$ cat config.mk
export PLATFORM = sky130hd
export DESIGN_NAME = pe_inject_scheduler
export DESIGN_NICKNAME = d
export VERILOG_FILES = /design/src/rtl/pe_inject_scheduler_pkg.sv /design/src/rtl/pe_inject_scheduler_rr_grant.sv /design/src/rtl/pe_inject_scheduler.sv
export SDC_FILE = /design/constraint.sdc
export NUM_CORES = 1
export LEC_CHECK = 0
export BUFFER_PORTS_ARGS = -buffer_cell sky130_fd_sc_hd__buf_2
export CELL_PAD_IN_SITES_DETAIL_PLACEMENT = 2
export CELL_PAD_IN_SITES_GLOBAL_PLACEMENT = 2
export CORE_AREA = 2 2 304 306
export DETAILED_ROUTE_END_ITERATION = 10
export DIE_AREA = 0 0 306 308
export GPL_TIMING_DRIVEN = 0
export PLACE_DENSITY_LB_ADDON = 0.1
export SLEW_MARGIN = 15
export SYNTH_ARGS = -nofsm -noshare
export SYNTH_HDL_FRONTEND = slang
export SYNTH_SLANG_ARGS = --single-unit
export TNS_END_PERCENT = 30
$ cat constraint.sdc
create_clock -name clk -period 4.9 [get_ports clk]
set_input_delay 0.98 -clock clk [delete_from_list [all_inputs] [get_ports clk]]
set_output_delay 0.98 -clock clk [all_outputs]
set_load 0.01 [all_outputs]
$ cat src/rtl/pe_inject_scheduler_pkg.sv
// Shared types and constants for the PE injection scheduler.
package pe_inject_scheduler_pkg;

    typedef enum logic [1:0] {
        IDLE   = 2'd0,
        INJECT = 2'd1,
        LOOP   = 2'd2
    } state_e;

    // Destination coordinate fields, counted in units of ADDRESS_WIDTH from bit 0.
    localparam int X_FIELD = 0;
    localparam int Y_FIELD = 1;
    localparam int Z_FIELD = 2;

    function automatic int field_lsb(input int field, input int addr_width);
        return field * addr_width;
    endfunction

endpackage

$ cat src/rtl/pe_inject_scheduler_rr_grant.sv
// Round-robin arbiter: one-hot grant to the first requester at or after ptr.
module rr_grant #(
    parameter int N  = 4,
    parameter int PW = 2
) (
    input  logic [N-1:0]  req,
    input  logic [PW-1:0] ptr,
    output logic [N-1:0]  grant
);

    logic found;
    int   idx;

    always_comb begin
        grant = '0;
        found = 1'b0;
        idx   = 0;
        for (int k = 0; k < N; k++) begin
            idx = int'(ptr) + k;
            if (idx >= N) idx = idx - N;
            if (!found && req[idx]) begin
                grant[idx] = 1'b1;
                found      = 1'b1;
            end
        end
    end

endmodule

$ cat src/rtl/pe_inject_scheduler.sv
// Local flit injection scheduler: arbitrates requesters into a holding register,
// then drives the router port or the loopback port. Optional stats: PE_INJECT_STATS_EN.
module pe_inject_scheduler
    import pe_inject_scheduler_pkg::*;
#(
    parameter int FLIT_SIZE     = 128,
    parameter int ADDRESS_WIDTH = 3,
    parameter int CUR_X         = 0,
    parameter int CUR_Y         = 0,
    parameter int CUR_Z         = 0,
    parameter int NUM_REQ       = 4,
    parameter int STALL_LIMIT   = 15
) (
    input  logic                          clk,
    input  logic                          rst,
    input  logic [NUM_REQ-1:0]            req_valid,
    input  logic [NUM_REQ*FLIT_SIZE-1:0]  req_flit,
    output logic [NUM_REQ-1:0]            req_ready,
    output logic                          pe_in_valid,
    output logic [FLIT_SIZE-1:0]          pe_input,
    input  logic                          injection_success,
    output logic                          lb_valid,
    output logic [FLIT_SIZE-1:0]          lb_flit,
    input  logic                          lb_ready,
    output logic                          stall_alarm
`ifdef PE_INJECT_STATS_EN
    ,
    output logic [31:0]                   inj_count,
    output logic [31:0]                   lb_count,
    output logic [31:0]                   fail_total
`endif
);

    localparam int PW    = (NUM_REQ > 1) ? $clog2(NUM_REQ) : 1;
    localparam int AW    = ADDRESS_WIDTH;
    localparam int X_LSB = field_lsb(X_FIELD, ADDRESS_WIDTH);
    localparam int Y_LSB = field_lsb(Y_FIELD, ADDRESS_WIDTH);
    localparam int Z_LSB = field_lsb(Z_FIELD, ADDRESS_WIDTH);

    state_e                 state, state_nxt;
    logic [FLIT_SIZE-1:0]   hold;
    logic [PW-1:0]          ptr;
    logic [PW-1:0]          g_idx;
    logic [NUM_REQ-1:0]     grant;
    logic [FLIT_SIZE-1:0]   sel;
    logic [7:0]             fail_cnt, fail_nxt;
    logic                   consume, take, self_dst;

    rr_grant #(.N(NUM_REQ), .PW(PW)) u_rr (
        .req   (req_valid),
        .ptr   (ptr),
        .grant (grant)
    );

    always_comb begin
        g_idx = '0;
        sel   = '0;
        for (int i = 0; i < NUM_REQ; i++) begin
            if (grant[i]) begin
                g_idx = PW'(i);
                sel   = req_flit[i*FLIT_SIZE +: FLIT_SIZE];
            end
        end
    end

    assign self_dst = (sel[X_LSB +: AW] == AW'(CUR_X)) &&
                      (sel[Y_LSB +: AW] == AW'(CUR_Y)) &&
                      (sel[Z_LSB +: AW] == AW'(CUR_Z));

    // A consume cycle doubles as a grant cycle so flits stream one per clock.
    always_comb begin
        consume   = (state == INJECT && injection_success) || (state == LOOP && lb_ready);
        take      = !rst && (state == IDLE || consume) && (|req_valid);
        req_ready = take ? grant : '0;
        state_nxt = state;
        if (take)         state_nxt = self_dst ? LOOP : INJECT;
        else if (consume) state_nxt = IDLE;
        fail_nxt = fail_cnt;
        if (state == INJECT) begin
            if (injection_success)      fail_nxt = '0;
            else if (fail_cnt != 8'hFF) fail_nxt = fail_cnt + 8'd1;
        end
    end

    always_ff @(posedge clk) begin
        if (rst) state <= IDLE;
        else     state <= state_nxt;
    end

    always_ff @(posedge clk) begin
        if (rst) begin
            hold        <= '0;
            ptr         <= '0;
            fail_cnt    <= '0;
            stall_alarm <= 1'b0;
        end else begin
            fail_cnt    <= fail_nxt;
            stall_alarm <= (fail_nxt >= 8'(STALL_LIMIT));
            if (take) begin
                hold <= sel;
                ptr  <= (g_idx == PW'(NUM_REQ-1)) ? '0 : g_idx + 1'b1;
            end
        end
    end

    assign pe_in_valid = (state == INJECT);
    assign pe_input    = pe_in_valid ? hold : '0;
    assign lb_valid    = (state == LOOP);
    assign lb_flit     = lb_valid ? hold : '0;

`ifdef PE_INJECT_STATS_EN
    always_ff @(posedge clk) begin
        if (rst) begin
            inj_count  <= '0;
            lb_count   <= '0;
            fail_total <= '0;
        end else begin
            if (state == INJECT && injection_success)  inj_count  <= inj_count + 32'd1;
            if (state == LOOP && lb_ready)             lb_count   <= lb_count + 32'd1;
            if (state == INJECT && !injection_success) fail_total <= fail_total + 32'd1;
        end
    end
`endif

endmodule

### After elaboration in Yosys (flattened, before gate mapping)

Index checks and enable logic that the tools add are counted.

* bits in registers: 141
* input port bits: 520
* output and inout bits: 263
* logic and storage cells: 107

* add/sub/neg operators: 9
* order comparisons: 13
* eq/ne operators: 4
* mux-type cells: 48
* bitwise logic cells: 3
* reductions and logical operators: 25

Operators with widths (number)
* $mux W128: 6
* $ge A32 B1 Y1 const B: 4
* $lt A32 B4 Y1 const B: 4
* $mux W32: 4
* $ge A32 B4 Y1 const B: 3
* $sub A32 B4 Y32 const B: 3
* $mux W8: 3
* $mux W4: 5
* $mux W1: 16
* $logic_and A1 B1 Y1: 13
* $mux W2: 6
* $or A4 B4 Y4: 3
* $logic_not A3 Y1: 3
* $add A8 B1 Y8 const B: 1
* $bmux W1 S2: 4
* $demux W1 S2: 4
* $ge A8 B4 Y1 const B: 1
* $ne A8 B8 Y1 const B: 1
* $add A2 B2 Y3 const B: 2
* $eq A2 B2 Y1 const B: 2
* $logic_not A1 Y1: 4
* $reduce_or A4 Y1: 1
* $sub A2 B3 Y4 const B: 1
* $add A2 B1 Y3 const B: 1
* other kinds (6): 7

### Longest topological paths before layout

* depth after elaboration: 24
* gate-level depth with buffers: 14
* depth with buffers taken out: 11

### Cells and area by module

From an unflattened synthesis, not the netlist that was laid out.

* cells, all modules: 1460
* area total of the unflattened synthesis: 10351.2 µm²

Modules (own cells, without submodules)
* pe_inject_scheduler: instances 1, cells each 1422, area each 9993.3 µm², seq. area each 2822.7 µm²
* rr_grant: instances 1, cells each 38, area each 357.8 µm², seq. area each 0.0 µm²

### Worst setup path after synthesis

OpenSTA, ideal clock, no wires.

* path kind: input to output
* start: in req_valid[0]
* end: out req_ready[3]
* arrival time: 2.949 ns
* data required time: 3.920 ns
* slack: 0.971 ns
* stages on the path: 10
* buffers on the path: 4
* cell sequence: clkbuf_1 -> nor2b_1 -> mux4_2 -> a22oi_1 -> o21ai_1 -> buf_2 -> nand2_1 -> buf_2 -> buf_1 -> inv_1

* cells in the longest elaborated chain, start to end: 14
* elaborated cells on any way between the ends: 31
* classes of those cells: mux (20); bitwise (3); reduce/logical (8)

RTL lines
* start, declared: line pe_inject_scheduler.sv:16 `input logic [NUM_REQ-1:0] req_valid,`
* $bmux W1 S2: line pe_inject_scheduler_rr_grant.sv:21 `if (!found && req[idx]) begin`
* $mux W1 (not written as such) (2 in series): line pe_inject_scheduler_rr_grant.sv:21
* $mux W1: line pe_inject_scheduler_rr_grant.sv:21
* $logic_not A1 Y1: line pe_inject_scheduler_rr_grant.sv:21
* $logic_and A1 B1 Y1: line pe_inject_scheduler_rr_grant.sv:21
* $mux W1: line pe_inject_scheduler_rr_grant.sv:21
* $logic_not A1 Y1: line pe_inject_scheduler_rr_grant.sv:21
* $logic_and A1 B1 Y1: line pe_inject_scheduler_rr_grant.sv:21
* $mux W1: line pe_inject_scheduler_rr_grant.sv:21
* $logic_not A1 Y1: line pe_inject_scheduler_rr_grant.sv:21
* $logic_and A1 B1 Y1: line pe_inject_scheduler_rr_grant.sv:21
* $mux W4: line pe_inject_scheduler_rr_grant.sv:21
* $mux W4 *: line pe_inject_scheduler.sv:74 `req_ready = take ? grant : '0;`
* end, declared: line pe_inject_scheduler.sv:18 `output logic [NUM_REQ-1:0] req_ready,`

Every way passes the cells marked *; elsewhere a longest branch is shown, timed or not. The select of a mux whose other input is x is not followed.

### Worst setup path in the final report

* start: reg ptr[0]
* end: out req_ready[2]

* cells in the longest elaborated chain, start to end: 16
* elaborated cells on any way between the ends: 64
* classes of those cells: add/sub (7); order compare (12); mux (32); bitwise (3); reduce/logical (10)

RTL lines
* start, declared: line pe_inject_scheduler.sv:42 `logic [PW-1:0] ptr;`
* start signal, assigned: line pe_inject_scheduler.sv:101 `ptr <= (g_idx == PW'(NUM_REQ-1)) ? '0 : g_idx + 1'b1;`
* branches (longest 14 deep; another with $sub A32 B4 Y32)
* $mux W4 *: line pe_inject_scheduler_rr_grant.sv:21
* $mux W4 *: line pe_inject_scheduler.sv:74

Every way passes the cells marked *. The select of a mux whose other input is x is not followed.

==> impl_metrics.yaml <==
status:
  status: "completed"
hold_path:
  hold_class: "reg2reg"
power:
  power.density_nw_per_um2: 377
  irDropWorstVdd_uv: 269
  power_leakage_nw: 7.40
setup_path:
  start_kind: "register"
  max_stage_delay_ps: 580
  path_max_fanout: 11
  end_kind: "primary output"
  required_ps: 3920
  crit_slowest_cell: "mux4_2"
  worstSetupPathType: "reg2out"
  crit_family: "compound AO/OA/AOI/OAI gates"
  cp.arrival_ps: 3670
  path_buf_inv: 4
  cp_cell_sequence: "inv_1, ha_1, clkbuf_4, mux4_2, a21o_1, a32o_2, a21oi_1, clkbuf_2, nor2_1, buf_2"
synth:
  synth-seq-cells: 141
  synth_area_per_cell_um2: 7.47
  synth_flop_cell: "dfxtp_1"
  synth_edf_count: 0
  synth_area_leaders: "dfxtp_1, and2_1, a221oi_1"
  synth_nets: 1869
  ys_warn_count: 0
  ys_async_sr_fraction_pct: 0
  yosys.area.top_type_share_pct: 28.2
  synth_area_um2: 10000
  synth_top_cell_by_area: "dfxtp_1"
  synthesis.instances: 1342
  ys_types: 61
  seq_area_frac_synth_pct: 28.2
sta:
  layout_min_cycle_time_ps: 4650
  fin_skew_ps: 13.3
  max_slew.worst_pin.slew_ps: 947
  timing.fmax_ghz: 0.215
  fin_ws_ps: 248
  slew_viol_final: 0
  setup-tns-final_ps: 0
  setup_violations: 0
  fin_crit_sh_pct: 94.9
  worst_slew_margin_rel_pct: 36.9
  rsz0062_at_grt: "no"
  hold_violations: 0
global_routing:
  antenna_found_initial: 34
  grt_use_total_pct: 17.4
  grt_pass1_vias: 15500
  grt-ovfl-total: 0
  grt_max_degree: 17
  grt_pass1_wl_um: 117000
placed_design:
  pre_cts_ws_ps: -640
  gp_congestion: 0.828
  port_buffers: 780
  dp_hpwl_um: 69200
clock_network:
  cts_hold_buf: 0
  clock_path_buffers: 2
  clk_pin_slew_ps: 70
  numCtsBuffers: 17
  ctsRootBufferMaster: "clkbuf_16"
  tritoncts: "done"
  cts.sinks: 141
  clock_latency_ps: 500
  htree_levels: 4
routing:
  first_pass_iters: 5
  drc_errors: 0
  wl_per_cell_um: 25.3
  postRouteAntennaNets: 0
  drt_wl_total_um: 84600
  vias_per_cell: 4.16
  drt_iter0_drc: 610
  via_count: 13900
final_layout:
  final_util_pct: 17.7
  area_growth_pct: 60.4
  n_fill_cell: 10900
  final_common_cell: "buf_2"
  final-seq-area_um2: 2830
  finalNetCount: 2669
  layout-drive-gt1-share_pct: 40.6
  multiInputGateArea_um2: 6570
  final_cell_mix: "buf_2, nor2_1, and2_1, dfxtp_1, nand2_1"
floorplan:
  die_area_um2: 94200
  floorplan.initialDensity_pct: 11.0
  dieWidth_um: 306
  io_pins: 783
  dieHeight_um: 308
  core_region_area_um2: 91000
  rows: 111
job:
  maxCapViolCount: 0
## registers in the layout, summed over array words and instances (netlist names)
register     count
hold           128
state            2
stall_alarm      1
ptr              2
fail_cnt         8
## power breakdown
group	internal (W)	switching [W]	total (W)
logic	0.00107	0.00201	0.00307
clock network	0.000766	0.000673	0.00144
registers	0.00136	0.000188	0.00155
## per-stage QoR
step,std cells,hold slack (ps),instance area [um^2],total power [W]
final,3350,508,16100,0.00606
after global routing,3344,532,16100,0.00658
after CTS,3341,521,16000,0.00630
after detailed placement,3309,505,15400,0.00477
after global placement,3308,489,15400,0.00472
after floorplan,1342,460,10000,0.00320
## metal layers
| layer | global-route usage (%) | part of all wire, % |
|---|---|---|
| met1 | 19.5 | 40 |
| met2 | 31.6 | 51 |
| met3 | 5.74 | 6.9 |
| met4 | 4.24 | 1.9 |
| met5 | 0 | 0.22 |
## path summary, 6_finish.rpt
check	start	to	slack, ps	depth (start not counted)
max	ptr[0]$_SDFFE_PP0P_	req_ready[2]	250	10
min	hold[2]$_SDFFE_PP0P_	hold[2]$_SDFFE_PP0P_	510	2
max reg2reg	ptr[0]$_SDFFE_PP0P_	hold[40]$_SDFFE_PP0P_	480	13
min reg2reg	hold[2]$_SDFFE_PP0P_	hold[2]$_SDFFE_PP0P_	510	2
## synth_stat cells, types with 2 or more instances
master	instances
a2111oi_0	9
a2111oi_1	80
a2111oi_2	10
a211oi_1	2
a21o_1	8
a21oi_1	19
a221o_1	5
a221oi_1	122
a22oi_1	3
a32oi_1	2
a41o_1	2
and2_1	261
and3_1	5
buf_1	3
buf_2	18
buf_4	2
buf_6	8
clkbuf_1	105
dfxtp_1	141
ha_1	7
inv_1	6
mux2_2	2
mux2i_1	4
mux4_2	3
nand2_1	132
nand2b_1	5
nand3_1	3
nand3b_1	2
nand4_1	4
nor2_1	271
nor2b_1	8
nor3_1	4
o21a_1	3
o21ai_0	29
o221ai_1	2
o2bb2ai_1	3
o311ai_0	20
o31a_1	2
o31ai_1	2
or3_1	2
or3b_2	3
## final cells by class
class / count / area share [%]
Clock inverter: 13 / 0.880
Tap cell: 1186 / 9.23
Multi-Input combinational cell: 1057 / 40.9
Sequential cell: 141 / 17.6
Timing Repair Buffer: 781 / 24.3
Antenna cell: 9 / 0.140
Clock buffer: 19 / 2.76
Inverter: 7 / 0.164
Buffer: 137 / 4.03
## tightest hold or removal path: cells and delay by family, from the launching register on
kind / cells / cell delay [ps]
simple gates: 1 / 70
compound gates: 1 / 70
flops: 1 / 340
## kinds of logic (layout without fill, tap and decap cells)
group / after synthesis / count (layout) / share of synthesized area (%)
simple gates: 702 / 702 / 33.8
flops: 141 / 141 / 28.2
fa+ha+maj: 7 / 7 / 0.874
mux: 9 / 9 / 1.30
compound gates: 337 / 337 / 29.3
other cells: 0 / 9 / 0
buf+inv: 144 / 957 / 6.41
xor+xnor: 2 / 2 / 0.175
## timing repair
item,CTS,global route
hold endpoints to repair,0,0
gates resized for setup,14,1
endpoints found under the setup margin,45,1
buffers inserted,0,0
Note: power is estimated with default switching activity, not from simulation.
